`config.mk`:
```
export PLATFORM = sky130hd
export DESIGN_NAME = cp0_regfile
export DESIGN_NICKNAME = d
export VERILOG_FILES = /design/src/rtl/cp0_regfile_pkg.sv /design/src/rtl/cp0_regfile_timer.sv /design/src/rtl/cp0_regfile.sv
export SDC_FILE = /design/constraint.sdc
export NUM_CORES = 1
export LEC_CHECK = 0
export ABC_AREA = 1
export BUFFER_PORTS_ARGS = -buffer_cell sky130_fd_sc_hd__buf_2
export CORE_ASPECT_RATIO = 0.6
export CORE_MARGIN = 2
export CORE_UTILIZATION = 30
export DETAILED_ROUTE_END_ITERATION = 8
export HOLD_SLACK_MARGIN = 0.12
export SLEW_MARGIN = 20
export SYNTH_ARGS = -nofsm -noshare
export SYNTH_HDL_FRONTEND = slang
export SYNTH_SLANG_ARGS = --single-unit
```
`constraint.sdc`:
```
create_clock -name clk -period 3.7 [get_ports clk]
set_input_delay 0.185 -clock clk [delete_from_list [all_inputs] [get_ports clk]]
set_output_delay 0.185 -clock clk [all_outputs]
set_load 0.02 [all_outputs]
```
`src/rtl/cp0_regfile_pkg.sv`:
```
// cp0_regfile_pkg: constants shared by the CP0 register file and the
// memory-stage exception-priority unit.
//   - EXC_TYPE_*   : encodings of the excepttype bus from the priority unit
//   - CP0_REG_*    : CP0 register numbers used by mtc0/mfc0
//   - Status/Cause : bit positions and software-writable masks
//   - exc_code()   : maps an exception type onto its Cause.ExcCode value
package cp0_regfile_pkg;

    localparam logic [31:0] EXC_TYPE_NOEXC       = 32'h0000_0000;
    localparam logic [31:0] EXC_TYPE_INT         = 32'h0000_0001;
    localparam logic [31:0] EXC_TYPE_ADEL        = 32'h0000_0004;
    localparam logic [31:0] EXC_TYPE_ADES        = 32'h0000_0005;
    localparam logic [31:0] EXC_TYPE_SYS         = 32'h0000_0008;
    localparam logic [31:0] EXC_TYPE_BP          = 32'h0000_0009;
    localparam logic [31:0] EXC_TYPE_RI          = 32'h0000_000a;
    localparam logic [31:0] EXC_TYPE_OV          = 32'h0000_000c;
    localparam logic [31:0] EXC_TYPE_ERET        = 32'h0000_000e;
    localparam logic [31:0] EXC_TYPE_INT_FORWARD = 32'h0000_000f;

    localparam logic [4:0] CP0_REG_BADVADDR = 5'd8;
    localparam logic [4:0] CP0_REG_COUNT    = 5'd9;
    localparam logic [4:0] CP0_REG_COMPARE  = 5'd11;
    localparam logic [4:0] CP0_REG_STATUS   = 5'd12;
    localparam logic [4:0] CP0_REG_CAUSE    = 5'd13;
    localparam logic [4:0] CP0_REG_EPC      = 5'd14;
    localparam logic [4:0] CP0_REG_PRID     = 5'd15;
    localparam logic [4:0] CP0_REG_CONFIG   = 5'd16;

    localparam int STATUS_EXL_BIT = 1;
    localparam int CAUSE_BD_BIT   = 31;
    localparam int CAUSE_TI_BIT   = 30;

    localparam logic [31:0] STATUS_RESET = 32'h0040_0000;  // BEV=1
    localparam logic [31:0] STATUS_WMASK = 32'h0000_FF03;  // IM, EXL, IE
    localparam logic [31:0] CAUSE_WMASK  = 32'h0000_0300;  // software IP[1:0]

    typedef enum logic [4:0] {
        EXC_CODE_INT  = 5'd0,
        EXC_CODE_ADEL = 5'd4,
        EXC_CODE_ADES = 5'd5,
        EXC_CODE_SYS  = 5'd8,
        EXC_CODE_BP   = 5'd9,
        EXC_CODE_RI   = 5'd10,
        EXC_CODE_OV   = 5'd12
    } exc_code_e;

    function automatic exc_code_e exc_code(input logic [31:0] exc_type);
        exc_code_e code;
        case (exc_type)
            EXC_TYPE_ADEL: code = EXC_CODE_ADEL;
            EXC_TYPE_ADES: code = EXC_CODE_ADES;
            EXC_TYPE_SYS:  code = EXC_CODE_SYS;
            EXC_TYPE_BP:   code = EXC_CODE_BP;
            EXC_TYPE_RI:   code = EXC_CODE_RI;
            EXC_TYPE_OV:   code = EXC_CODE_OV;
            default:       code = EXC_CODE_INT;  // INT, INT_FORWARD
        endcase
        return code;
    endfunction

endpackage

```
`src/rtl/cp0_regfile_timer.sv`:
```
// cp0_timer: Count/Compare timer of CP0.
//   clk, rst       : clock, asynchronous active-low reset
//   count_we       : load Count from data (overrides the increment)
//   compare_we     : load Compare from data and clear the timer interrupt
//   data           : write data
//   count/compare  : registered Count and Compare
//   timer_int      : sticky timer interrupt, cleared only by a Compare write
module cp0_timer (
    input  logic        clk,
    input  logic        rst,
    input  logic        count_we,
    input  logic        compare_we,
    input  logic [31:0] data,
    output logic [31:0] count,
    output logic [31:0] compare,
    output logic        timer_int
);

    // Count advances on the cycles where the phase flop is 1, i.e. at half rate.
    logic tick;

    always_ff @(posedge clk or negedge rst) begin
        if (!rst) begin
            tick      <= 1'b0;
            count     <= 32'd0;
            compare   <= 32'd0;
            timer_int <= 1'b0;
        end else begin
            tick <= ~tick;

            if (count_we) begin
                count <= data;
            end else if (tick) begin
                count <= count + 32'd1;
            end

            // Clear beats a simultaneous match.
            if (compare_we) begin
                compare   <= data;
                timer_int <= 1'b0;
            end else if ((compare != 32'd0) && (count == compare)) begin
                timer_int <= 1'b1;
            end
        end
    end

endmodule

```
`src/rtl/cp0_regfile.sv`:
```
// cp0_regfile: Coprocessor-0 register file.
// Commits exception side effects (EPC, Cause, Status.EXL, BadVAddr) from the
// exception-priority unit, services mtc0/mfc0 and hosts the Count/Compare timer.
//   clk, rst                  : clock, asynchronous active-low reset
//   we_i, waddr_i, data_i     : mtc0 write port
//   raddr_i, data_o           : mfc0 read port (combinational)
//   int_i                     : level-sensitive hardware interrupts
//   excepttype_i              : encoded exception from the priority unit
//   current_inst_addr_i       : PC of the M-stage instruction
//   is_in_delayslot_i         : M-stage instruction sits in a delay slot
//   bad_addr_i                : faulting virtual address
//   count_o .. badvaddr_o     : registered CP0 registers
//   timer_int_o               : timer interrupt pending
module cp0_regfile
    import cp0_regfile_pkg::*;
#(
    parameter logic [31:0] PRID_VAL   = 32'h0001_8000,
    parameter logic [31:0] CONFIG_VAL = 32'h8000_0000
) (
    input  logic        clk,
    input  logic        rst,
    input  logic        we_i,
    input  logic [4:0]  waddr_i,
    input  logic [4:0]  raddr_i,
    input  logic [31:0] data_i,
    input  logic [5:0]  int_i,
    input  logic [31:0] excepttype_i,
    input  logic [31:0] current_inst_addr_i,
    input  logic        is_in_delayslot_i,
    input  logic [31:0] bad_addr_i,
    output logic [31:0] data_o,
    output logic [31:0] count_o,
    output logic [31:0] compare_o,
    output logic [31:0] status_o,
    output logic [31:0] cause_o,
    output logic [31:0] epc_o,
    output logic [31:0] badvaddr_o,
    output logic        timer_int_o
);

    logic [31:0] status_q;
    logic [31:0] cause_q;
    logic [31:0] epc_q;
    logic [31:0] badvaddr_q;

    // Any exception (ERET included) flushes the mtc0 in the same slot.
    logic exc_active;
    logic is_eret;
    logic exc_commit;
    logic wr;
    logic addr_exc;

    assign exc_active = (excepttype_i != EXC_TYPE_NOEXC);
    assign is_eret    = (excepttype_i == EXC_TYPE_ERET);
    assign exc_commit = exc_active && !is_eret;
    assign wr         = we_i && !exc_active;
    assign addr_exc   = (excepttype_i == EXC_TYPE_ADEL) || (excepttype_i == EXC_TYPE_ADES);

    cp0_timer u_timer (
        .clk        (clk),
        .rst        (rst),
        .count_we   (wr && (waddr_i == CP0_REG_COUNT)),
        .compare_we (wr && (waddr_i == CP0_REG_COMPARE)),
        .data       (data_i),
        .count      (count_o),
        .compare    (compare_o),
        .timer_int  (timer_int_o)
    );

    always_ff @(posedge clk or negedge rst) begin
        if (!rst) begin
            status_q   <= STATUS_RESET;
            cause_q    <= 32'd0;
            epc_q      <= 32'd0;
            badvaddr_q <= 32'd0;
        end else begin
            // Hardware IP and TI are refreshed every cycle; they never overlap
            // the fields touched by exceptions or software writes.
            cause_q[15:10]       <= {int_i[5] | timer_int_o, int_i[4:0]};
            cause_q[CAUSE_TI_BIT] <= timer_int_o;

            if (wr) begin
                case (waddr_i)
                    CP0_REG_STATUS: status_q <= (status_q & ~STATUS_WMASK) | (data_i & STATUS_WMASK);
                    CP0_REG_CAUSE:  cause_q[9:8] <= data_i[9:8];
                    CP0_REG_EPC:    epc_q <= data_i;
                    default: ;
                endcase
            end

            if (exc_commit) begin
                // A nested exception keeps the EPC/BD of the outer one.
                if (!status_q[STATUS_EXL_BIT]) begin
                    epc_q                 <= is_in_delayslot_i ? (current_inst_addr_i - 32'd4)
                                                               : current_inst_addr_i;
                    cause_q[CAUSE_BD_BIT] <= is_in_delayslot_i;
                end
                status_q[STATUS_EXL_BIT] <= 1'b1;
                cause_q[6:2]             <= exc_code(excepttype_i);
                if (addr_exc) begin
                    badvaddr_q <= bad_addr_i;
                end
            end else if (is_eret) begin
                status_q[STATUS_EXL_BIT] <= 1'b0;
            end
        end
    end

    assign status_o   = status_q;
    assign cause_o    = cause_q;
    assign epc_o      = epc_q;
    assign badvaddr_o = badvaddr_q;

    always_comb begin
        data_o = 32'd0;
        case (raddr_i)
            CP0_REG_BADVADDR: data_o = badvaddr_q;
            CP0_REG_COUNT:    data_o = count_o;
            CP0_REG_COMPARE:  data_o = compare_o;
            CP0_REG_STATUS:   data_o = status_q;
            CP0_REG_CAUSE:    data_o = cause_q;
            CP0_REG_EPC:      data_o = epc_q;
            CP0_REG_PRID:     data_o = PRID_VAL;
            CP0_REG_CONFIG:   data_o = CONFIG_VAL;
            default:          data_o = 32'd0;
        endcase
    end

endmodule
```
==> impl_metrics.yaml, run 1 <==
grt:
  gr-usage-met1_pct: 40.7
  grt_pass1_wl_um: 70400
  busiest_layer: "met1"
  use_met2_pct: 39.7
  use_met3_pct: 7.80
  grt_pass1_vias: 10600
  grt_overflow: 0
  antenna_found_initial: 2
  grtUsageTotal_pct: 27.5
  grt_max_degree: 81
sta:
  period_share_pct: 82.0
  tns_ns: 0
  rsz0062_at_grt: "no"
  holdWs_ns: 0.121
  slew_violations: 0
  hold_viol: 0
  max_slew_margin_pct: 27.5
  finalCriticalPeriod_ns: 3.03
  setup_ws_ns: 0.666
  fmax_mhz: 330
  fin_skew_ns: 0.0140
  setup_viol: 0
  worst_pin_slew_ns: 1.08
logic_synthesis:
  ys.warnings.count: 17
  synth-seq-cells: 154
  synth_compound_area_share_pct: 10.2
  syn_area_per_cell_um2: 6.73
  synth_fa_ha_area_share_pct: 0.250
  synthXorXnorAreaFrac_pct: 2.97
  synth_cell_types: 44
  synth_seq_area_share_pct: 38.5
  syn_area_um2: 10000
  syn_inst: 1487
  yosys.area_share.simple_pct: 35.5
  synth_top_family_by_area: "simple AND/OR/NAND/NOR gates"
  synthMuxAreaShare_pct: 0
setup_path:
  end_kind: "flop"
  worstPathArrival_ns: 3.43
  crit_start: "excepttype_i[3]"
  required_ns: 4.09
  critical_path_class: "input port to flop"
  path_max_fanout: 24
  start_kind: "input port"
  r2r-start: "u_timer.tick"
layout:
  final_area_um2: 13400
  synthToLayoutAreaGrowth_pct: 33.6
  drive_above_1_share_pct: 21.1
  fill_cells: 3555
  final_util_pct: 40.9
  nNetsFinal: 2031
routing:
  via_per_inst: 4.91
  ant_nets: 0
  routed_wl_um: 48700
  wl_per_cell_um: 20.8
  drtIter0Drc: 1265
  drcViolationCount: 0
  via_count: 11500
  dr.pass1.iters: 5
clocking:
  cts_tree: "built"
  cts-root-buf: "clkbuf_16"
  holdBufCountCts: 82
  clk_pin_slew_ns: 0.07
  cts_setup_buffers: 0
  clock-sinks: 154
  cts_buffers: 17
  cts_resized: 0
  htreeDepth: 4
  clockBufferDepth: 2
  clock_latency_ns: 0.45
job:
  maxCapViolCount: 0
floorplan:
  io_pins: 373
  die-area_um2: 34900
  fp-row-count: 51
  coreArea_um2: 32700
  die_width_um: 240
  dieHeight_um: 146
  initial_core_util_pct: 30.7
power_and_ir_drop:
  ir_worst_vdd_mv: 0.292
  power_density_nw_per_um2: 291
  leakage_nw: 7.12
place:
  gp_congestion: 0.959
  detailed_place_hpwl_um: 39100
  dp_slack_ns: 1.17
  dpl_cell_area_um2: 12000
  io_buffers: 332
outcome:
  status: "finished clean"
worst_hold_path:
  min-delay-start: "current_inst_addr_i[29]"
  hp-class: "input port to flop"
## cell usage after synthesis (all sizes together)
cell	count	area share (%)
a221oi	7	0.61
nand2	495	19
buf	59	4.0
a22o	2	0.17
clkinv	2	0.075
a21oi	14	0.74
nor2	130	5.0
a22oi	12	0.90
inv	195	7.3
dfrtp	154	38
nor4	5	0.31
nand3	142	7.2
o21a	1	0.075
xnor2	19	1.7
xor2	15	1.3
and2	2	0.12
clkbuf	29	1.1
nor3	30	1.8
conb	2	0.075
o211ai	5	0.37
o21ai	110	5.5
nor3b	2	0.15
o2111ai	20	1.7
o31ai	1	0.075
or2	6	0.37
nand3b	7	0.52
and3	1	0.063
ha	2	0.25
nand4	18	1.1
## where the power goes
part / switching, W / internal [W]
clock: 0.000853 / 0.000952
sequential: 0.00000315 / 0.00169
combinational: 0.000247 / 0.000147
total: 0.00110 / 0.00278
## state kept, by name, summed over array words and instances (netlist names)
register / count
u_timer.compare: 32
u_timer.count: 32
epc_o: 32
u_timer.timer_int: 1
u_timer.tick: 1
cause_o: 14
status_o: 10
badvaddr_o: 32
## area by class of cell
| type | instances | area, um2 | area share (%) |
|---|---|---|---|
| well taps | 450 | 563 | 4.21 |
| inverters | 197 | 739 | 5.53 |
| diodes | 1 | 2.50 | 0.0187 |
| multi-input cells | 1086 | 5050 | 37.8 |
| clock buffers | 17 | 425 | 3.18 |
| repair buffers | 425 | 2580 | 19.3 |
| clock inverters | 15 | 153 | 1.14 |
| flip-flops and latches | 154 | 3850 | 28.8 |
## worst paths after layout
| kind | end | slack [ns] | depth (start not counted) |
|---|---|---|---|
| max | epc_o[0] | 0.67 | 14 |
| min | epc_o[29] | 0.12 | 5 |
| max reg2reg | u_timer.count[19] | 1.07 | 8 |
| min reg2reg | badvaddr_o[15] | 0.52 | 2 |
| max in group asynchronous | epc_o[29] | 2.41 | 3 |
| min in group asynchronous | status_o[12] | 0.35 | 2 |
## placed cells by master (no fill, tap or decap), types with 4 or more instances in the layout
cell	count
a21oi_1	13
a221oi_1	7
a22oi_1	12
buf_2	331
buf_4	10
clkbuf_16	17
conb_1	40
dfrtp_1	154
dlygate4sd3_1	82
inv_1	191
inv_6	7
nand2_1	491
nand3_1	140
nand3b_1	7
nand4_1	18
nor2_1	125
nor2_2	4
nor3_1	25
nor3_2	4
nor4_1	5
o2111ai_1	20
o211ai_1	5
o21ai_0	94
o21ai_1	16
or2_2	5
xnor2_1	19
xor2_1	15
## worst max-delay path, stage by stage
cell and delay [ns]:
dlygate4sd3_1 0.53, buf_2 0.15, nor2_1 0.11, nand2_1 0.07, nor2_1 0.11, nand2_2 0.12, nor2_4 0.22, nand3_1 0.51
inv_2 0.57, nand2_1 0.10, nand3_1 0.09, nand2_1 0.04, dlygate4sd3_1 0.56, inv_1 0.06
## per-layer routing
layer,part of all wire [%],wire length [um],up-vias
li1,-,-,5459
met1,46,22200,5460
met2,42,20500,553
met3,11,5210,45
met4,1.6,803,2
met5,0.025,12,-
## cell families (layout without fill, tap and decap cells)
group / after synthesis / after routing
AND/OR/NAND/NOR: 838 / 838
XOR/XNOR: 34 / 34
other: 2 / 41
buffers and inverters: 285 / 654
adder cells (fa/ha/maj): 2 / 2
flip-flops: 154 / 154
AO/OA/AOI/OAI: 172 / 172
## through the flow
| step | cells | total power [W] |
|---|---|---|
| after global routing | 2344 | 0.00402 |
| after CTS | 2344 | 0.00390 |
| after floorplan | 1525 | 0.00187 |
| after global placement | 2230 | 0.00204 |
| final | 2345 | 0.00389 |
| after detailed placement | 2230 | 0.00204 |
Power figures use the tool's default switching activity.
==> run 2: changes to the inputs <==
ABC_AREA = 0   (was 1)
clock period = 2.9 ns   (was 3.7 ns; I/O delays follow)
==> impl_metrics.yaml, run 2 <==
outcome:
  status: "finished clean"
clocking:
  clock-sinks: 154
  cts_buffers: 17
  clockBufferDepth: 2
  cts_tree: "built"
  cts-root-buf: "clkbuf_16"
  clock_latency_ns: 0.45
  htreeDepth: 4
  clk_pin_slew_ns: 0.07
grt:
  grt_max_degree: 65
  antenna_found_initial: 2
  use_met3_pct: 5.08
  grt_pass1_vias: 8680
  grt_pass1_wl_um: 57600
  use_met2_pct: 35.6
  busiest_layer: "met1"
  gr-usage-met1_pct: 36.2
  grtUsageTotal_pct: 24.3
  grt_overflow: 0
sta:
  slew_violations: 0
  setup_viol: 0
  fmax_mhz: 362
  setup_ws_ns: 0.136
  holdWs_ns: 0.142
  worst_pin_slew_ns: 0.834
  hold_viol: 0
  finalCriticalPeriod_ns: 2.76
  period_share_pct: 95.3
  tns_ns: 0
  rsz0062_at_grt: "no"
  fin_skew_ns: 0.0125
  max_slew_margin_pct: 44.2
logic_synthesis:
  yosysMostFrequentCell: "dfrtp_1"
  synth_area_leaders: "dfrtp_1 42%, mux2i_1 7.9%, xor2_1 6.4%, mux2_2 5.9%, mux2_4 4.7%"
  ys.warnings.count: 17
  synth-edff-count: 0
  async_flop_share_pct: 100
  synth_top_area_share_pct: 41.7
  syn_area_um2: 9230
  syn_area_per_cell_um2: 10.3
  ys_top_cells_by_count: "154 x dfrtp_1, 73 x mux2i_1, 68 x nand2_1, 67 x xor2_1, 57 x nor2_1"
  synth-seq-cells: 154
  synthFlopType: "dfrtp_1"
  synth_seq_area_share_pct: 41.7
  synth_top_area_cell: "dfrtp_1"
  synth_cell_types: 57
  syn_inst: 897
layout:
  final-seq-area_um2: 3850
  fill_cells: 2941
  layout_commonest_cell: "buf_2"
  final_cell_mix: "331 x buf_2, 154 x dfrtp_1, 105 x dlygate4sd3_1"
  final_area_um2: 13100
  synthToLayoutAreaGrowth_pct: 41.8
  drive_above_1_share_pct: 36.9
  multi_input_area_um2: 5000
  nNetsFinal: 1496
routing:
  via_count: 9048
  drcViolationCount: 0
  dr.pass1.iters: 6
  drtIter0Drc: 707
  via_per_inst: 5.11
  wl_per_cell_um: 22.6
  routed_wl_um: 40000
  ant_nets: 0
floorplan:
  die-area_um2: 32200
  initial_core_util_pct: 30.7
  coreArea_um2: 30100
  die_width_um: 230
  dieHeight_um: 140
  fp-row-count: 49
  io_pins: 373
setup_path:
  start_kind: "input port"
  required_ns: 3.23
  end_kind: "flop"
  worstPathArrival_ns: 3.09
  critical_path_class: "input port to flop"
  reg2reg_slack_ns: 0.56
  path_max_fanout: 11
place:
  io_buffers: 332
  dpl_cell_area_um2: 11400
  detailed_place_hpwl_um: 30000
  dp_slack_ns: 0.302
  gp_congestion: 0.863
worst_hold_path:
  hp-class: "input port to flop"
power_and_ir_drop:
  ir_worst_vdd_mv: 0.435
  leakage_nw: 6.58
  power_density_nw_per_um2: 390
job:
  maxCapViolCount: 0
[run 2: per-stage QoR]
stage          power (W)  std cells  utilization, %
5_1_grt          0.00528       1769            43.5
3_5_place_dp     0.00275       1619            37.8
4_1_cts          0.00514       1756            43.2
2_1_floorplan    0.00249        935               -
6_report         0.00511       1770            43.5
3_3_place_gp     0.00275       1619            37.8
[run 2: critical path: stages]
cell,delay [ns]
dlygate4sd3_1,0.53
buf_2,0.17
or3_4,0.42
or3_4,0.42
nor4_4,0.29
clkbuf_16,0.24
mux2i_1,0.18
o21ai_0,0.09
dlygate4sd3_1,0.60
[run 2: worst paths after layout]
path / startpoint / endpoint / depth (start not counted)
max reg2reg: u_timer.count[0] / u_timer.count[31] / 5
min in group asynchronous: rst / badvaddr_o[29] / 2
min reg2reg: badvaddr_o[21] / badvaddr_o[21] / 1
max in group asynchronous: rst / epc_o[20] / 3
min: excepttype_i[2] / cause_o[4] / 3
max: excepttype_i[1] / epc_o[1] / 9
[run 2: layer usage]
metal	up-vias	routed length (um)	share of wire (%)
met5	-	0	0
met2	423	17300	43
met3	42	2940	7.3
met4	0	564	1.4
li1	4108	-	-
met1	4475	19200	48
[run 2: timing repair]
action | 4_1_cts | 5_1_grt
hold endpoints to repair | 227 | 0
buffers inserted | 0 | 10
hold buffers | 105 | 0
endpoints found under the setup margin | 0 | 4
resized for setup | 0 | 2
[run 2: kinds of logic (layout without fill, tap and decap cells)]
logic type / after synthesis / after routing / synth area share (%)
buf+inv: 99 / 523 / 6.17
fa+ha+maj: 2 / 2 / 0.271
compound gates: 134 / 134 / 9.79
mux: 150 / 150 / 18.5
flops: 154 / 154 / 41.7
other cells: 2 / 43 / 0.0814
simple gates: 270 / 270 / 15.3
xor+xnor: 86 / 86 / 8.16
[run 2: area by class of cell]
type / count / area share [%]
Timing Repair Buffer: 483 / 23.9
Clock buffer: 21 / 3.44
Tap cell: 408 / 3.90
Sequential cell: 154 / 29.4
Antenna cell: 3 / 0.0573
Clock inverter: 11 / 0.936
Inverter: 8 / 0.229
Multi-Input combinational cell: 682 / 38.2
[run 2: power by group]
group	switching (W)	total, W	internal (W)
combinational	0.000356	0.000618	0.000262
sequential	0.0000330	0.00221	0.00218
clock	0.000994	0.00228	0.00129
total	0.00138	0.00511	0.00373
==> run 3: changes to the inputs <==
REMOVE_ABC_BUFFERS = 1   (was default)
TNS_END_PERCENT = 30   (was default)
==> impl_metrics.yaml, run 3 (synthesis gave the netlist of run 2 again) <==
sta:
  max_slew_margin_pct: 38.6
  fin_skew_ns: 0.00835
  fmax_mhz: 353
  slew_violations: 0
  period_share_pct: 97.8
  finalCriticalPeriod_ns: 2.84
  worst_pin_slew_ns: 0.921
  setup_viol: 0
  hold_viol: 0
  rsz0062_at_grt: "no"
grt:
  grt_pass1_vias: 9088
  grt_overflow: 0
  grtUsageTotal_pct: 24.6
  antenna_found_initial: 1
  grt_pass1_wl_um: 58500
  grt_max_degree: 66
routing:
  via_per_inst: 5.17
  via_count: 9130
  drtIter0Drc: 782
  ant_nets: 0
  dr.pass1.iters: 6
  routed_wl_um: 40000
  wl_per_cell_um: 22.6
  drcViolationCount: 0
power_and_ir_drop:
  power.total_w: 0.00511
  ir_worst_vdd_mv: 0.272
  power_frac_seq_pct: 43.2
  comb_power_share_pct: 12.4
  power.switching_w: 0.00135
  swShare_pct: 26.5
  p_int_w: 0.00376
  p_clk_share_pct: 44.5
  power_density_nw_per_um2: 390
  leakage_nw: 6.57
place:
  gp_congestion: 0.895
  dp.cells: 1615
  detailed_place_hpwl_um: 30100
  io_buffers: 332
clocking:
  clock_latency_ns: 0.44
  clk_pin_slew_ns: 0.06
  clockBufferDepth: 2
  clock-sinks: 154
  cts_tree: "built"
  cts-root-buf: "clkbuf_16"
  htreeDepth: 4
  cts_buffers: 17
layout:
  drive_above_1_share_pct: 36.4
  synthToLayoutAreaGrowth_pct: 42.1
  finalNonFillerCells: 1766
  layout_commonest_cell: "buf_2"
  nNetsFinal: 1494
  fill_cells: 2936
  final_cell_mix: "331 x buf_2, 154 x dfrtp_1, 117 x dlygate4sd3_1"
job:
  maxCapViolCount: 0
outcome:
  status: "finished clean"
floorplan:
  coreArea_um2: 30100
  die_width_um: 230
  die-area_um2: 32200
  initial_core_util_pct: 30.7
  io_pins: 373
  fp-row-count: 49
  dieHeight_um: 140
setup_path:
  r2r_cells: 5
  critical_path_class: "input port to flop"
  required_ns: 3.23
  start_kind: "input port"
  worstPathArrival_ns: 3.16
  path_max_fanout: 4
  end_kind: "flop"
worst_hold_path:
  hold_depth: 5
  hp-class: "input port to flop"
==> run 3: changes by cell type in the layout (fill, tap and decap cells not counted), moves of 2 or more <==
cell,previous run,this run
diode_2,3,1
clkinv_2,3,6
clkbuf_1,3,1
or4_1,4,1
dlygate4sd3_1,105,117
buf_4,41,29
clkinvlp_4,4,2
or4_4,1,4
==> run 3: worst max-delay path, stage by stage <==
cell and delay, ns:
dlygate4sd3_1 0.54, buf_2 0.14, or4_4 0.55, or4_4 0.43
or4b_4 0.53, xor2_1 0.17, mux2i_1 0.09, dlygate4sd3_1 0.55
==> run 3: routing by layer <==
metal | wire, um | GRT usage, %
met1 | 18700 | 34.9
met2 | 17700 | 38.0
met3 | 2740 | 5.10
met4 | 801 | 6.96
met5 | 0 | 0
==> run 3: power by group through the flow <==
stage                     combinational (W)  clock, W  sequential, W
after floorplan                    0.000158         0        0.00228
after global placement             0.000490         0        0.00225
after detailed placement           0.000498         0        0.00225
after CTS                          0.000626   0.00233        0.00221
after global routing               0.000682   0.00241        0.00221
final                              0.000633   0.00227        0.00221
==> run 3: path summary, 6_finish.rpt <==
| check | from | endpoint | slack (ns) |
|---|---|---|---|
| max in group asynchronous | rst | status_o[10] | 1.80 |
| hold / removal | excepttype_i[1] | cause_o[3] | 0.17 |
| hold reg to reg | status_o[8] | status_o[8] | 0.53 |
| min in group asynchronous | rst | u_timer.count[14] | 0.30 |
| setup / recovery | current_inst_addr_i[26] | epc_o[31] | 0.06 |
| setup reg to reg | u_timer.count[6] | u_timer.count[31] | 0.54 |
==> run 3: per-stage QoR <==
| step | utilization, % | worst slack (ns) | hold slack, ns | instance area (um2) | setup TNS [ns] |
|---|---|---|---|---|---|
| 2_1_floorplan | - | -0.805 | -0.151 | 8830 | -41.26 |
| 3_3_place_gp | 37.6 | 0.380 | 0.204 | 11300 | 0 |
| 3_5_place_dp | 37.6 | 0.354 | 0.218 | 11300 | 0 |
| 4_1_cts | 43.4 | 0.00905 | 0.144 | 13100 | 0 |
| 5_1_grt | 43.6 | 0.00449 | 0.165 | 13100 | 0 |
| 6_report | 43.6 | 0.0648 | 0.169 | 13100 | 0 |
==> run 3: repair_timing <==
item                                    CTS  global route
hold buffers                            117             0
endpoints found under the setup margin    0             1
buffers inserted                          0             1
gates resized for setup                   0             6
endpoints found under the hold margin   213             0
==> run 3: layout make-up <==
class | instances | area (um2) | area share, %
flip-flops and latches | 154 | 3850 | 29.4
inverters | 8 | 30.0 | 0.229
clock inverters | 12 | 123 | 0.935
repair buffers | 481 | 3120 | 23.8
well taps | 408 | 510 | 3.89
multi-input cells | 682 | 5020 | 38.3
clock buffers | 20 | 457 | 3.48
diodes | 1 | 2.50 | 0.0191
